===== src/rtl/alu_pkg.sv =====
// alu_pkg: opcode and FSM state types shared by iterative_alu and its datapath.
// The DIV state is present only when ITERATIVE_ALU_DIV_EN is defined.
package alu_pkg;

   typedef enum logic [3:0] {
      OP_PASS = 4'd0,
      OP_ADD  = 4'd1,
      OP_SUB  = 4'd2,
      OP_AND  = 4'd3,
      OP_OR   = 4'd4,
      OP_SLT  = 4'd5,
      OP_MULU = 4'd6,
      OP_DIVU = 4'd7
   } op_e;

   typedef enum logic [1:0] {
      S_IDLE = 2'd0,
      S_MUL  = 2'd1,
`ifdef ITERATIVE_ALU_DIV_EN
      S_DIV  = 2'd2,
`endif
      S_DONE = 2'd3
   } state_e;

endpackage


===== src/rtl/muldiv_iter.sv =====
// muldiv_iter: shared shift register datapath, one bit per step; shift-add multiply and
// (with ITERATIVE_ALU_DIV_EN) restoring divide. hi_nxt/lo_nxt show the result of the next step.
module muldiv_iter #(
   parameter int WIDTH = 32
) (
   input  logic             clock,
   input  logic             reset,
   input  logic             load,
`ifdef ITERATIVE_ALU_DIV_EN
   input  logic             div_sel,
`endif
   input  logic             step,
   input  logic [WIDTH-1:0] a,
   input  logic [WIDTH-1:0] b,
   output logic [WIDTH-1:0] hi_nxt,
   output logic [WIDTH-1:0] lo_nxt
);

   // hi_q: partial product / remainder, lo_q: multiplier / dividend-quotient
   logic [WIDTH-1:0] hi_q;
   logic [WIDTH-1:0] lo_q;
   logic [WIDTH-1:0] b_q;
   logic [WIDTH:0]   mul_sum;
`ifdef ITERATIVE_ALU_DIV_EN
   logic             div_q;
   logic [WIDTH:0]   shifted;
   logic             fits;
   logic [WIDTH-1:0] rem_sub;
`endif

   always_comb begin
      mul_sum = {1'b0, hi_q} + (lo_q[0] ? {1'b0, b_q} : '0);
      hi_nxt  = mul_sum[WIDTH:1];
      lo_nxt  = {mul_sum[0], lo_q[WIDTH-1:1]};
`ifdef ITERATIVE_ALU_DIV_EN
      shifted = {hi_q, lo_q[WIDTH-1]};
      fits    = (shifted >= {1'b0, b_q});
      // remainder stays below the divisor, so the subtraction fits in WIDTH bits
      rem_sub = shifted[WIDTH-1:0] - b_q;
      if (div_q) begin
         if (fits) begin
            hi_nxt = rem_sub;
            lo_nxt = {lo_q[WIDTH-2:0], 1'b1};
         end else begin
            hi_nxt = shifted[WIDTH-1:0];
            lo_nxt = {lo_q[WIDTH-2:0], 1'b0};
         end
      end
`endif
   end

   always_ff @(posedge clock) begin
      if (reset) begin
         hi_q  <= '0;
         lo_q  <= '0;
         b_q   <= '0;
`ifdef ITERATIVE_ALU_DIV_EN
         div_q <= 1'b0;
`endif
      end else if (load) begin
         hi_q  <= '0;
         lo_q  <= a;
         b_q   <= b;
`ifdef ITERATIVE_ALU_DIV_EN
         div_q <= div_sel;
`endif
      end else if (step) begin
         hi_q  <= hi_nxt;
         lo_q  <= lo_nxt;
      end
   end

endmodule


===== src/rtl/iterative_alu.sv =====
// iterative_alu: single-cycle simple ops plus iterative MULU/DIVU through muldiv_iter.
// Optional divider: define ITERATIVE_ALU_DIV_EN; otherwise opcode 7 is treated as illegal.
//
// state  | meaning
// IDLE   | ready, waiting for start
// MUL    | WIDTH shift-add steps
// DIV    | WIDTH restoring divide steps (ITERATIVE_ALU_DIV_EN only)
// DONE   | one-cycle done pulse, results valid
module iterative_alu
   import alu_pkg::*;
#(
   parameter int WIDTH = 32
) (
   input  logic             clock,
   input  logic             reset,
   input  logic             start,
   input  logic [3:0]       op,
   input  logic [WIDTH-1:0] in1,
   input  logic [WIDTH-1:0] in2,
   output logic             ready,
   output logic             done,
   output logic [WIDTH-1:0] out,
   output logic [WIDTH-1:0] hi,
   output logic             div_by_zero
);

   localparam int CW = $clog2(WIDTH + 1);

   state_e           state, state_nxt;
   logic [CW-1:0]    cnt, cnt_nxt;
   logic [WIDTH-1:0] out_r, out_nxt;
   logic [WIDTH-1:0] hi_r, hi_nxt;
   logic [WIDTH-1:0] alu_res;
   logic [WIDTH-1:0] dp_hi_nxt, dp_lo_nxt;
   logic             load, step, last_iter;
`ifdef ITERATIVE_ALU_DIV_EN
   logic             div_sel;
   logic             dbz_r, dbz_nxt;
`endif

   assign last_iter = (cnt == CW'(WIDTH - 1));

   always_comb begin
      case (op)
         OP_PASS: alu_res = in1;
         OP_ADD:  alu_res = in1 + in2;
         OP_SUB:  alu_res = in1 - in2;
         OP_AND:  alu_res = in1 & in2;
         OP_OR:   alu_res = in1 | in2;
         OP_SLT:  alu_res = WIDTH'($signed(in1) < $signed(in2));
         default: alu_res = '0;
      endcase
   end

   always_comb begin
      state_nxt = state;
      cnt_nxt   = cnt;
      out_nxt   = out_r;
      hi_nxt    = hi_r;
      load      = 1'b0;
      step      = 1'b0;
`ifdef ITERATIVE_ALU_DIV_EN
      div_sel   = 1'b0;
      dbz_nxt   = dbz_r;
`endif
      case (state)
         S_IDLE: begin
            if (start) begin
               cnt_nxt = '0;
               if (op == OP_MULU) begin
                  load      = 1'b1;
                  state_nxt = S_MUL;
`ifdef ITERATIVE_ALU_DIV_EN
               end else if (op == OP_DIVU) begin
                  if (in2 != '0) begin
                     load      = 1'b1;
                     div_sel   = 1'b1;
                     state_nxt = S_DIV;
                  end else begin
                     state_nxt = S_DONE;
                     out_nxt   = '1;
                     hi_nxt    = in1;
                     dbz_nxt   = 1'b1;
                  end
`endif
               end else begin
                  state_nxt = S_DONE;
                  out_nxt   = alu_res;
                  hi_nxt    = '0;
`ifdef ITERATIVE_ALU_DIV_EN
                  dbz_nxt   = 1'b0;
`endif
               end
            end
         end
`ifdef ITERATIVE_ALU_DIV_EN
         S_MUL, S_DIV: begin
`else
         S_MUL: begin
`endif
            step = 1'b1;
            if (last_iter) begin
               state_nxt = S_DONE;
               cnt_nxt   = '0;
               out_nxt   = dp_lo_nxt;
               hi_nxt    = dp_hi_nxt;
`ifdef ITERATIVE_ALU_DIV_EN
               dbz_nxt   = 1'b0;
`endif
            end else begin
               cnt_nxt = cnt + CW'(1);
            end
         end
         S_DONE:  state_nxt = S_IDLE;
         default: state_nxt = S_IDLE;
      endcase
   end

   always_ff @(posedge clock) begin
      if (reset) begin
         state <= S_IDLE;
         cnt   <= '0;
         out_r <= '0;
         hi_r  <= '0;
`ifdef ITERATIVE_ALU_DIV_EN
         dbz_r <= 1'b0;
`endif
      end else begin
         state <= state_nxt;
         cnt   <= cnt_nxt;
         out_r <= out_nxt;
         hi_r  <= hi_nxt;
`ifdef ITERATIVE_ALU_DIV_EN
         dbz_r <= dbz_nxt;
`endif
      end
   end

   muldiv_iter #(.WIDTH(WIDTH)) u_muldiv (
      .clock   (clock),
      .reset   (reset),
      .load    (load),
`ifdef ITERATIVE_ALU_DIV_EN
      .div_sel (div_sel),
`endif
      .step    (step),
      .a       (in1),
      .b       (in2),
      .hi_nxt  (dp_hi_nxt),
      .lo_nxt  (dp_lo_nxt)
   );

   assign ready = (state == S_IDLE);
   assign done  = (state == S_DONE);
   assign out   = out_r;
   assign hi    = hi_r;
`ifdef ITERATIVE_ALU_DIV_EN
   assign div_by_zero = dbz_r;
`else
   assign div_by_zero = 1'b0;
`endif

endmodule


===== config.mk =====
export PLATFORM = sky130hd
export DESIGN_NAME = iterative_alu
export DESIGN_NICKNAME = d
export VERILOG_FILES = /design/src/rtl/alu_pkg.sv /design/src/rtl/muldiv_iter.sv /design/src/rtl/iterative_alu.sv
export SDC_FILE = /design/constraint.sdc
export NUM_CORES = 1
export LEC_CHECK = 0
export BUFFER_PORTS_ARGS = -buffer_cell sky130_fd_sc_hd__buf_2
export CELL_PAD_IN_SITES_DETAIL_PLACEMENT = 2
export CELL_PAD_IN_SITES_GLOBAL_PLACEMENT = 2
export CORE_MARGIN = 2
export CORE_UTILIZATION = 32
export CTS_CLUSTER_SIZE = 12
export DETAILED_ROUTE_END_ITERATION = 10
export PLACE_DENSITY = 0.8
export SLEW_MARGIN = 20
export SYNTH_ARGS = -nofsm -noshare
export SYNTH_HDL_FRONTEND = slang
export SYNTH_SLANG_ARGS = --single-unit

===== constraint.sdc =====
create_clock -name clock -period 3.27 [get_ports clock]
set_input_delay 0.327 -clock clock [delete_from_list [all_inputs] [get_ports clock]]
set_output_delay 0.327 -clock clock [all_outputs]
set_load 0.01 [all_outputs]

==> results of run 1 <==
critical path, stage by stage, from the launching register on:
cell and delay, ns:
dfxtp_4 0.37, buf_4 0.16, and2_1 0.17, ha_1 0.35, a21o_1 0.22, a21oi_2 0.18, o21ai_0 0.12, a21o_1 0.25
a31oi_4 0.22, o21ai_2 0.13, o22a_1 0.24, a311o_1 0.39, nand3_1 0.13, o311ai_2 0.11
state kept, by name, indices dropped and copies added (netlist names):
name and flops:
cnt 6, hi 32, u_muldiv.hi_q 32, u_muldiv.lo_q 32, u_muldiv.b_q 32, out 32
state 2
layout by cell type (no fill, tap or decap), types with 17 or more instances in the layout:
cell type | synthesis | routed
a211oi_1 | 20 | 18
a21o_1 | 32 | 32
a21oi_1 | 210 | 206
a22oi_1 | 33 | 33
a311oi_1 | 46 | 46
and2_1 | 47 | 47
buf_2 | 6 | 135
buf_4 | 6 | 191
clkbuf_16 | 0 | 17
dfxtp_1 | 168 | 167
ha_1 | 146 | 145
inv_1 | 103 | 103
nand2_1 | 279 | 279
nand3_1 | 39 | 38
nor2_1 | 146 | 146
nor3_1 | 27 | 27
o21ai_0 | 91 | 88
xnor2_1 | 27 | 27
stage by stage:
step	worst slack [ns]	instances	setup TNS [ns]	hold WS (ns)	power [W]
3_3_place_gp	-0.2932	2550	-1.992	0.4302	0.003770
3_5_place_dp	-0.3311	2550	-3.783	0.4446	0.003831
5_1_grt	-0.05019	2587	-0.08989	0.1062	0.006285
4_1_cts	0.007332	2582	0	0.07227	0.006050
6_report	0.09558	2587	0	0.1077	0.006009
2_1_floorplan	0.1788	1814	0	0.4317	0.003051
worst max-delay path by stage:
stage,cells after the start,from,endpoint
4_1_cts,12,u_muldiv.lo_q[0],hi[30]
3_5_place_dp,14,in1[2],out[29]
5_1_grt,13,u_muldiv.lo_q[0],hi[30]
3_3_place_gp,13,in1[0],out[29]
6_report,13,u_muldiv.lo_q[0],hi[30]
2_1_floorplan,14,u_muldiv.lo_q[0],hi[30]
cells by family after synthesis:
| group | after synthesis | synth area share [%] |
|---|---|---|
| compound gates | 615 | 30.86 |
| xor+xnor | 34 | 2.230 |
| fa+ha+maj | 149 | 14.13 |
| buf+inv | 223 | 6.548 |
| flops | 168 | 25.18 |
| mux | 3 | 0.2342 |
| other cells | 1 | 0.02808 |
| simple gates | 621 | 20.80 |
layer usage:
layer / vias up / track usage [%] / share of wire, %
li1: 6940 / - / -
met1: 7560 / 34.99 / 44
met2: 342 / 48.37 / 48
met3: 108 / 5.419 / 4.1
met4: 4 / 10.54 / 3.1
met5: - / 0 / 0.050
final cells by class:
| type | instances | area [µm²] |
|---|---|---|
| diodes | 1 | 2.502 |
| clock buffers | 19 | 442.9 |
| clock inverters | 13 | 157.7 |
| fillers | 4853 | 24640 |
| inverters | 104 | 390.4 |
| multi-input cells | 1423 | 9220 |
| flip-flops and latches | 168 | 3367 |
| well taps | 532 | 665.6 |
| repair buffers | 327 | 2130 |
report_power, final:
part / internal (W) / total, W / switching, W
logic: 0.000595 / 0.00168 / 0.00109
registers: 0.00210 / 0.00213 / 0.0000369
clock network: 0.00117 / 0.00220 / 0.00103
total: 0.00386 / 0.00601 / 0.00215
timing repair:
item                                    4_1_cts  5_1_grt
endpoints found under the setup margin        4       23
cloned                                        0        0
buffers inserted                              0        4
pin swaps                                     0        9
hold buffers                                  0        0
resized for setup                             3       15
==> results.md, run 1 <==
* Status: finished, final reports clean
* Post-route minimum period at 3.174 ns
* Min-Delay Path Depth at 3
* Peak VDD IR at 0.0003992 V
* Core area at 41020 µm²
* Clk Latency, worst-skew pair at 0.50 ns
* Synth Flop Type: dfxtp_1
* DP HPWL at 47740 µm
* Post-synthesis cell type count at 85
* Final WL at 61610 µm
* Setup Viol. Count Final at 0
* IO Port Bufs at 136
* Final ANT Viol Nets at 0
* Max Clock Freq at 315.0 MHz
* Max-Cap Viols at 0
* Crit path arrival time at 3.55 ns
* Pins over their slew limit at 0
* Final net count at 2261
* Die area at 43390 µm²
* Vias in the first global route at 16.35k
* Clock-pin slew on the worst setup and hold paths at 0.08 ns
* Critical Path Sink Type: flop
* Initial core utilization at 32.56%
* Final instance area at 16380 µm²
* Crit start category: flop
* Lkg Pwr at 7.150 nW
* Hold Crit Class: in -> reg
* CTS max path bufs at 2
* Placed cell area at 15680 µm²
* Reg2reg end: hi[30]
* #FFs+latches synth at 168
* Antenna violations before repair at 3
* Worst EP required at 3.65 ns
* Critical path class: reg -> reg
* Remaining DRCs at 0
* Crit Path Max Fanout at 11
* Period utilization at 97.08%
* Total gr overflow at 0
* Final core occ at 39.92%
* FF-to-FF path depth at 13
* P&R area growth vs syn at 22.60%
* Worst Skew at 0.01445 ns
* Row count at 74
* IO Pins at 138
* Clk sinks at 168
* RR Startpoint: u_muldiv.lo_q[0]
* Slew at the pin with the worst max-slew slack at 0.8449 ns
* Number of enable-type register cells in the synthesized netlist at 0
* Post-synth top cells: nand2_1 (279), a21oi_1 (210), dfxtp_1 (168)
* Largest net degree at the start of global routing at 60
* Worst slew margin at 43.24%
* Cells after Synth at 1814
* P per Cell Area at 367.0 nW/µm²
* Synth top area share at 25.18%
* Synth async-reset ratio at 0%
* DR pass1 iterations at 5
* Count leader, synth: nand2_1
* Vias per cell at 5.780
* Syn avg cell area at 7.363 µm²
* Area leader, netlist: dfxtp_1
* Synth top area cells: dfxtp_1 (25%), ha_1 (14%), a21oi_1 (7.9%)
* Syn_nets at 2034
* R2R Setup Slk at 0.1 ns
* RSZ-0062 raised after global routing: yes
* Ys Warns at 0
* Routed wire per std cell at 23.81 µm
* Mapped Area at 13360 µm²
* CTS Buf Count at 17
* Hold path startpoint: in2[2]
* Clk root buf: clkbuf_16
* First-pass GRT wire length at 95360 µm
* Max H-tree Level at 4
* WHS Endpoint: u_muldiv.b_q[2]
* Sequential-to-total area share from yosys stat at 25.18%
* CTS tree: done
* Layout cells sized above 1 at 19.43%
* Die W at 208.3 µm
* Aggregate global-route resource usage at 28.22%
* RD Place Congestion at 0.9442
* Via count at 14.95k
* Die height at 208.3 µm
* Initial DRC count at 751
* Final Hold Violating Endpoints at 0
Note: power is estimated with default switching activity, not from simulation.
==> run 2: changes to the inputs <==
--- a/config.mk
+++ b/config.mk
@@ -9,10 +9,11 @@
 export CELL_PAD_IN_SITES_DETAIL_PLACEMENT = 2
 export CELL_PAD_IN_SITES_GLOBAL_PLACEMENT = 2
 export CORE_MARGIN = 2
-export CORE_UTILIZATION = 32
+export CORE_UTILIZATION = 38
 export CTS_CLUSTER_SIZE = 12
 export DETAILED_ROUTE_END_ITERATION = 10
-export PLACE_DENSITY = 0.8
+export PLACE_DENSITY_LB_ADDON = 0.1
+export REMOVE_ABC_BUFFERS = 1
 export SLEW_MARGIN = 20
 export SYNTH_ARGS = -nofsm -noshare
 export SYNTH_HDL_FRONTEND = slang
==> constraint.sdc (replaced) <==
create_clock -name clock -period 4.1 [get_ports clock]
set_input_delay 0.41 -clock clock [delete_from_list [all_inputs] [get_ports clock]]
set_output_delay 0.41 -clock clock [all_outputs]
set_load 0.01 [all_outputs]
==> results.md, run 2 (synthesized netlist as in run 1, its figures left out) <==
* Status: finished, final reports clean
* Crit start category: flop
* Clock-pin slew on the worst setup and hold paths at 0.08 ns (about the same)
* Crit path arrival time at 4.04 ns (+0.49 ns)
* Initial core utilization at 38.67% (+6.1 points)
* R2R Setup Slk at 0.46 ns (+0.36 ns)
* Delay of the slowest cell on the worst path at 0.60 ns (+0.21 ns)
* Hold path startpoint: in2[26]
* Critical Path Sink Type: flop
* Clk sinks at 168 (unchanged)
* Most common cell after layout, fill and taps aside: nand2_1
* CTS Hold Bufs at 0 (unchanged)
* Die height at 191.5 µm (-8.1%)
* Final worst setup slack at 0.4559 ns (+0.3603 ns)
* Crit-path cells: and2_1 > ha_1 > a21o_1 > nand4_1 > a31oi_1 > a21o_1 > a21oi_1 > o31ai_1 > a31oi_1 > xnor2_1 > nand2_1 > a21oi_1
* RR Startpoint: u_muldiv.lo_q[0]
* Post-CTS Setup Inserts at 0 (unchanged)
* Die area at 36660 µm² (-15%)
* IO Pins at 138 (unchanged)
* First-pass GRT wire length at 88670 µm (-7.0%)
* CTS tree: done
* Vias per cell at 6.067 (+5.0%)
* Post-CTS resize count at 0 (-3)
* Peak VDD IR at 0.0003373 V (-16%)
* Pins over their slew limit at 0 (unchanged)
* Post-route minimum period at 3.644 ns (+0.4697 ns)
* Largest net degree at the start of global routing at 63 (+5.0%)
* Max H-tree Level at 4 (unchanged)
* Die W at 191.5 µm (-8.1%)
* DR pass1 iterations at 6 (+1)
* Aggregate global-route resource usage at 31.14% (+2.9 points)
* RSZ-0062 raised after global routing: no
* Core area at 34540 µm² (-16%)
* Final Power at 0.004689 W (-22%)
* Clk Latency, worst-skew pair at 0.47 ns (-0.03 ns)
* Worst EP required at 4.50 ns (+0.85 ns)
* Final Hold Violating Endpoints at 0 (unchanged)
* Final instance area at 15060 µm² (-8.0%)
* Vias in the first global route at 15.47k (-5.3%)
* Final ANT Viol Nets at 0 (unchanged)
* Hold Crit Class: in -> reg
* RD Place Congestion at 0.9310 (-1.4%)
* Final net count at 2104 (-6.9%)
* Setup Viol. Count Final at 0 (unchanged)
* Layout cells sized above 1 at 12.07% (-7.4 points)
* Max Clock Freq at 274.4 MHz (-13%)
* Lkg Pwr at 6.382 nW (-11%)
* Clk root buf: clkbuf_16
* Period utilization at 88.88% (-8.2 points)
* Stages on the worst setup path at 12 (-1)
* Min-Delay Path Depth at 3 (unchanged)
* Worst path slowest cell: dfxtp_1
* Via count at 14.30k (-4.4%)
* Crit Path Max Fanout at 18 (+7)
* Reg2reg end: u_muldiv.hi_q[20]
* Critical path class: reg -> reg
* DP HPWL at 41650 µm (-13%)
* IO Port Bufs at 136 (unchanged)
* Setup WS pre-CTS at 0.3531 ns (+0.6842 ns)
* Worst Skew at 0.01046 ns (-0.003997 ns)
* Total gr overflow at 0 (unchanged)
* Worst path bufs/invs at 0 (-1)
* Antenna violations before repair at 5 (+2)
* Remaining DRCs at 0 (unchanged)
* P per Cell Area at 311.4 nW/µm² (-15%)
* Final WL at 56500 µm (-8.3%)
* Row count at 68 (-8.1%)
* CTS Buf Count at 17 (unchanged)
* Routed wire per std cell at 23.97 µm (+0.66%)
* Initial DRC count at 815 (+8.5%)
* Slew at the pin with the worst max-slew slack at 1.053 ns (+0.2080 ns)
* Number of fill cells in the layout at 4130 (-15%)
* FF-to-FF path depth at 12 (-1)
* P&R area growth vs syn at 12.75%
* WHS Endpoint: u_muldiv.b_q[26]
* Max-Cap Viols at 0 (unchanged)
* Worst slew margin at 29.81% (-13 points)
* Final hold slack at 0.2165 ns (+0.1088 ns)
* Commonest cells after routing, fill and taps aside: nand2_1 (279), a21oi_1 (210), dfxtp_1 (168)
* Placed cell area at 14420 µm² (-8.0%)
* CTS max path bufs at 2 (unchanged)
* CP top delay family: compound AO/OA/AOI/OAI gates
* Worst Setup SP: u_muldiv.lo_q[0]
[run 2: changes by cell type in the layout (fill, tap and decap cells not counted), moves of 3 or more]
cell	before	now
buf_4	191	35
a21oi_1	206	210
a21oi_2	5	1
diode_2	1	5
o21ai_0	88	91
o21ai_1	12	9
[run 2: routing by layer]
layer  vias up  global-route usage, %  share of wire (%)
li1       6621                      -                  -
met1      7263                  40.58                 46
met2       329                  52.72                 48
met3        86                  3.617                4.0
met4         2                  11.33                2.8
met5         -                      0              0.016
[run 2: worst max path at each step]
stage / endpoint
3_5_place_dp: out[23]
6_report: u_muldiv.hi_q[20]
4_1_cts: u_muldiv.hi_q[20]
5_1_grt: hi[27]
2_1_floorplan: out[26]
3_3_place_gp: out[23]
[run 2: per-stage QoR]
| step | instances | util, % | TNS [ns] |
|---|---|---|---|
| after detailed placement | 2320 | 41.75 | 0 |
| after CTS | 2352 | 43.56 | 0 |
| final | 2357 | 43.60 | 0 |
| after global routing | 2356 | 43.59 | 0 |
| after floorplan | 1695 | - | -62.73 |
| after global placement | 2320 | 41.75 | 0 |
[run 2: where the power goes]
part	switching, W	internal, W	leakage (nW)
Sequential	0.0000308	0.00167	1.36
Clock	0.000826	0.000997	0.303
Combinational	0.000807	0.000357	4.72
Total	0.00166	0.00303	6.38
[run 2: tightest hold or removal path: cells and delay by family]
family	cells	cell delay, ns
buffers and inverters	1	0.13
and+or+nand+nor	1	0.06
AOI/OAI and AO/OA	1	0.05
[run 2: cell type report]
class | instances | area, µm² | area share [%]
tap | 455 | 569.3 | 3.780
antenna | 5 | 12.51 | 0.08308
clock inverter | 13 | 181.4 | 1.205
timing repair buffer | 170 | 938.4 | 6.231
inverter | 104 | 390.4 | 2.592
multi-input combinational | 1423 | 9161 | 60.83
sequential | 168 | 3363 | 22.33
clock buffer | 19 | 442.9 | 2.941
==> run 3: changes to the inputs <==
--- a/config.mk
+++ b/config.mk
@@ -9,12 +9,13 @@
 export CELL_PAD_IN_SITES_DETAIL_PLACEMENT = 2
 export CELL_PAD_IN_SITES_GLOBAL_PLACEMENT = 2
 export CORE_MARGIN = 2
-export CORE_UTILIZATION = 38
-export CTS_CLUSTER_SIZE = 12
+export CORE_UTILIZATION = 39
 export DETAILED_ROUTE_END_ITERATION = 10
+export GPL_ROUTABILITY_DRIVEN = 0
 export PLACE_DENSITY_LB_ADDON = 0.1
 export REMOVE_ABC_BUFFERS = 1
 export SLEW_MARGIN = 20
 export SYNTH_ARGS = -nofsm -noshare
 export SYNTH_HDL_FRONTEND = slang
+export SYNTH_HIERARCHICAL = 1
 export SYNTH_SLANG_ARGS = --single-unit
==> results.md, run 3 <==
* Worst Skew at 0.01206 ns (+0.001609 ns)
* Mapped Area at 14110 µm² (+5.6%)
* Synth async-reset ratio at 0% (unchanged)
* Post-synthesis mux area share at 6.032% (+5.8 points)
* Lkg Pwr at 6.812 nW (+6.7%)
* Final instance area at 15530 µm² (+3.1%)
* Placed cell area at 14950 µm² (+3.6%)
* Period utilization at 84.13% (-4.7 points)
* Crit start category: flop
* Setup Viol. Count Final at 0 (unchanged)
* Post-CTS Setup Inserts at 0 (unchanged)
* Remaining DRCs at 0 (unchanged)
* Fin cells at 2347 (-0.42%)
* Worst path bufs/invs at 0 (unchanged)
* Synth Area in Simple Gates at 19.22% (-1.6 points)
* Layout cells sized above 1 at 13.41% (+1.3 points)
* Worst EP required at 4.44 ns (-0.06 ns)
* Adder-cell share of the synthesized area at 13.38% (-0.75 points)
* CTS max path bufs at 2 (unchanged)
* Via count at 14.22k (-0.60%)
* Antenna violations before repair at 1 (-4)
* CP dominant cell by count: o21ai_0
* Ys Warns at 6 (+6)
* Max Clock Freq at 289.9 MHz (+5.6%)
* DP HPWL at 41990 µm (+0.82%)
* Cells after Synth at 1832 (+0.99%)
* P per Cell Area at 295.6 nW/µm² (-5.1%)
* Critical path class: reg -> reg
* Area leader, netlist: dfxtp_1
* Die W at 194.2 µm (+1.4%)
* Status: finished, final reports clean
* Crit path arrival time at 3.79 ns (-0.25 ns)
* Initial DRC count at 753 (-7.6%)
* Setup WS pre-CTS at 0.2793 ns (-0.07374 ns)
* Delay of the slowest cell on the worst path at 0.45 ns (-0.15 ns)
* Clk root buf: clkbuf_16
* CTS tree: done
* Number of fill cells in the layout at 4187 (+1.4%)
* Antenna cell count at 0 (-5)
* Final Hold Violating Endpoints at 0 (unchanged)
* Row count at 69 (+1.5%)
* Final WL at 56340 µm (-0.29%)
* Post-synth top cells: nor2_1 (256), a21oi_1 (171), dfxtp_1 (168)
* CP top delay family: compound AO/OA/AOI/OAI gates
* Total gr overflow at 0 (unchanged)
* Aggregate global-route resource usage at 29.33% (-1.8 points)
* Final ANT Viol Nets at 0 (unchanged)
* Clk sinks at 168 (unchanged)
* Clock-pin slew on the worst setup and hold paths at 0.08 ns (about the same)
* Crit Path Max Fanout at 18 (unchanged)
* Critical Path Sink Type: flop
* Synth Flop Type: dfxtp_1
* Post-CTS resize count at 0 (unchanged)
* Vias per cell at 6.057 (-0.18%)
* Final net count at 2093 (-0.52%)
* Largest net degree at the start of global routing at 62 (-1.6%)
* Largest family of logic cells by synthesized area: compound AO/OA/AOI/OAI gates
* Post-Place Cells at 2315 (-0.22%)
* Max H-tree Level at 4 (unchanged)
* P&R area growth vs syn at 10.11%
* Final hold slack at 0.2445 ns (+0.02794 ns)
* Hold Crit Class: in -> reg
* Peak VDD IR at 0.0003082 V (-8.6%)
* Pins over their slew limit at 0 (unchanged)
* Die area at 37710 µm² (+2.8%)
* IO Port Bufs at 136 (unchanged)
* Commonest cells after routing, fill and taps aside: nor2_1 (254), a21oi_1 (171), dfxtp_1 (168)
* Max-Cap Viols at 0 (unchanged)
* Final worst setup slack at 0.6505 ns (+0.1946 ns)
* IO Pins at 138 (unchanged)
* Post-synthesis cell type count at 96 (+13%)
* Routed wire per std cell at 24.00 µm (+0.14%)
* Xor and xnor fraction of the mapped netlist area at 2.856% (+0.63 points)
* CTS Hold Bufs at 0 (unchanged)
* Vias in the first global route at 15.15k (-2.1%)
* RSZ-0062 raised after global routing: no
* Crit-path cells: and2_1 > ha_1 > fa_1 > a21oi_1 > o22ai_1 > o31ai_4 > o21ai_0 > o21ai_0 > xnor2_1 > a22oi_1 > nor2_1
* Syn avg cell area at 7.700 µm² (+4.6%)
* Most common cell after layout, fill and taps aside: nor2_1
* Die height at 194.2 µm (+1.4%)
* Worst slew margin at 29.06% (-0.75 points)
* Slew at the pin with the worst max-slew slack at 1.063 ns (+0.01008 ns)
* Post-route minimum period at 3.449 ns (-0.1946 ns)
* Synth top area share at 23.84% (-1.3 points)
* Compound-cell area share of the yosys netlist at 26.69% (-4.2 points)
* CTS Buf Count at 17 (unchanged)
* Worst path slowest cell: dfxtp_1
* Number of enable-type register cells in the synthesized netlist at 0 (unchanged)
* Core area at 35570 µm² (+3.0%)
* Sequential-to-total area share from yosys stat at 23.84% (-1.3 points)
* Count leader, synth: nor2_1
* #FFs+latches synth at 168 (unchanged)
* Synth top area cells: dfxtp_1 (24%), ha_1 (13%), nor2_1 (6.8%)
* Clk Latency, worst-skew pair at 0.47 ns (about the same)
* Final Power at 0.004591 W (-2.1%)
* First-pass GRT wire length at 87570 µm (-1.2%)
* Initial core utilization at 39.66% (+0.99 points)
* DR pass1 iterations at 7 (+1)
==> run 3: path summary, 6_finish.rpt <==
kind	startpoint	endpoint	slack [ns]	cells after the start
worst max-delay path	u_muldiv/lo_q[0]	hi[29]	0.65	11
worst min-delay path	in1[25]	u_muldiv/lo_q[25]	0.24	3
worst max register to register	u_muldiv/lo_q[0]	hi[29]	0.65	11
worst min register to register	u_muldiv/hi_q[6]	u_muldiv/hi_q[6]	0.48	2
==> run 3: logic make-up (layout without fill, tap and decap cells) <==
group / Yosys count / in the layout
xor gates and xnor gates: 46 / 46
other: 1 / 1
muxes: 85 / 85
buffers and inverters: 258 / 312
DFF: 168 / 168
adders and majority gates: 149 / 149
AOI/OAI and AO/OA: 545 / 545
and+or+nand+nor: 580 / 580
==> run 3: per-stage QoR <==
stage / TNS, ns / utilization, %
finish: 0 / 43.67
global route: 0 / 43.67
CTS: 0 / 43.67
detailed placement: 0 / 42.03
global placement: 0 / 42.03
floorplan: -49.17 / -
==> run 3: tightest hold or removal path: cells and delay by family <==
kind	cells	cell delay, ns
compound gates	1	0.07
simple gates	1	0.07
buf+inv	1	0.13
==> run 3: layout make-up <==
type                            instances  area (µm²)  area share (%)
Tap cell                              461       576.8           3.714
Timing Repair Buffer                  172       953.4           6.138
Inverter                              108       407.9           2.626
Multi-Input combinational cell       1406        9647           62.11
Clock inverter                         15       158.9           1.023
Sequential cell                       168        3363           21.65
Clock buffer                           17       425.4           2.739
==> run 3: report_power, final <==
group / total, W / internal [W] / switching, W
clock: 0.00169 / 0.000862 / 0.000827
sequential: 0.00170 / 0.00167 / 0.0000295
combinational: 0.00120 / 0.000396 / 0.000806
==> run 3: routing by layer <==
metal	share of wire (%)	track usage (%)	up-vias
met1	45	37.36	7195
met4	3.4	10.77	2
met5	0.028	0	-
li1	-	-	6617
met3	3.5	3.931	91
met2	48	50.44	310
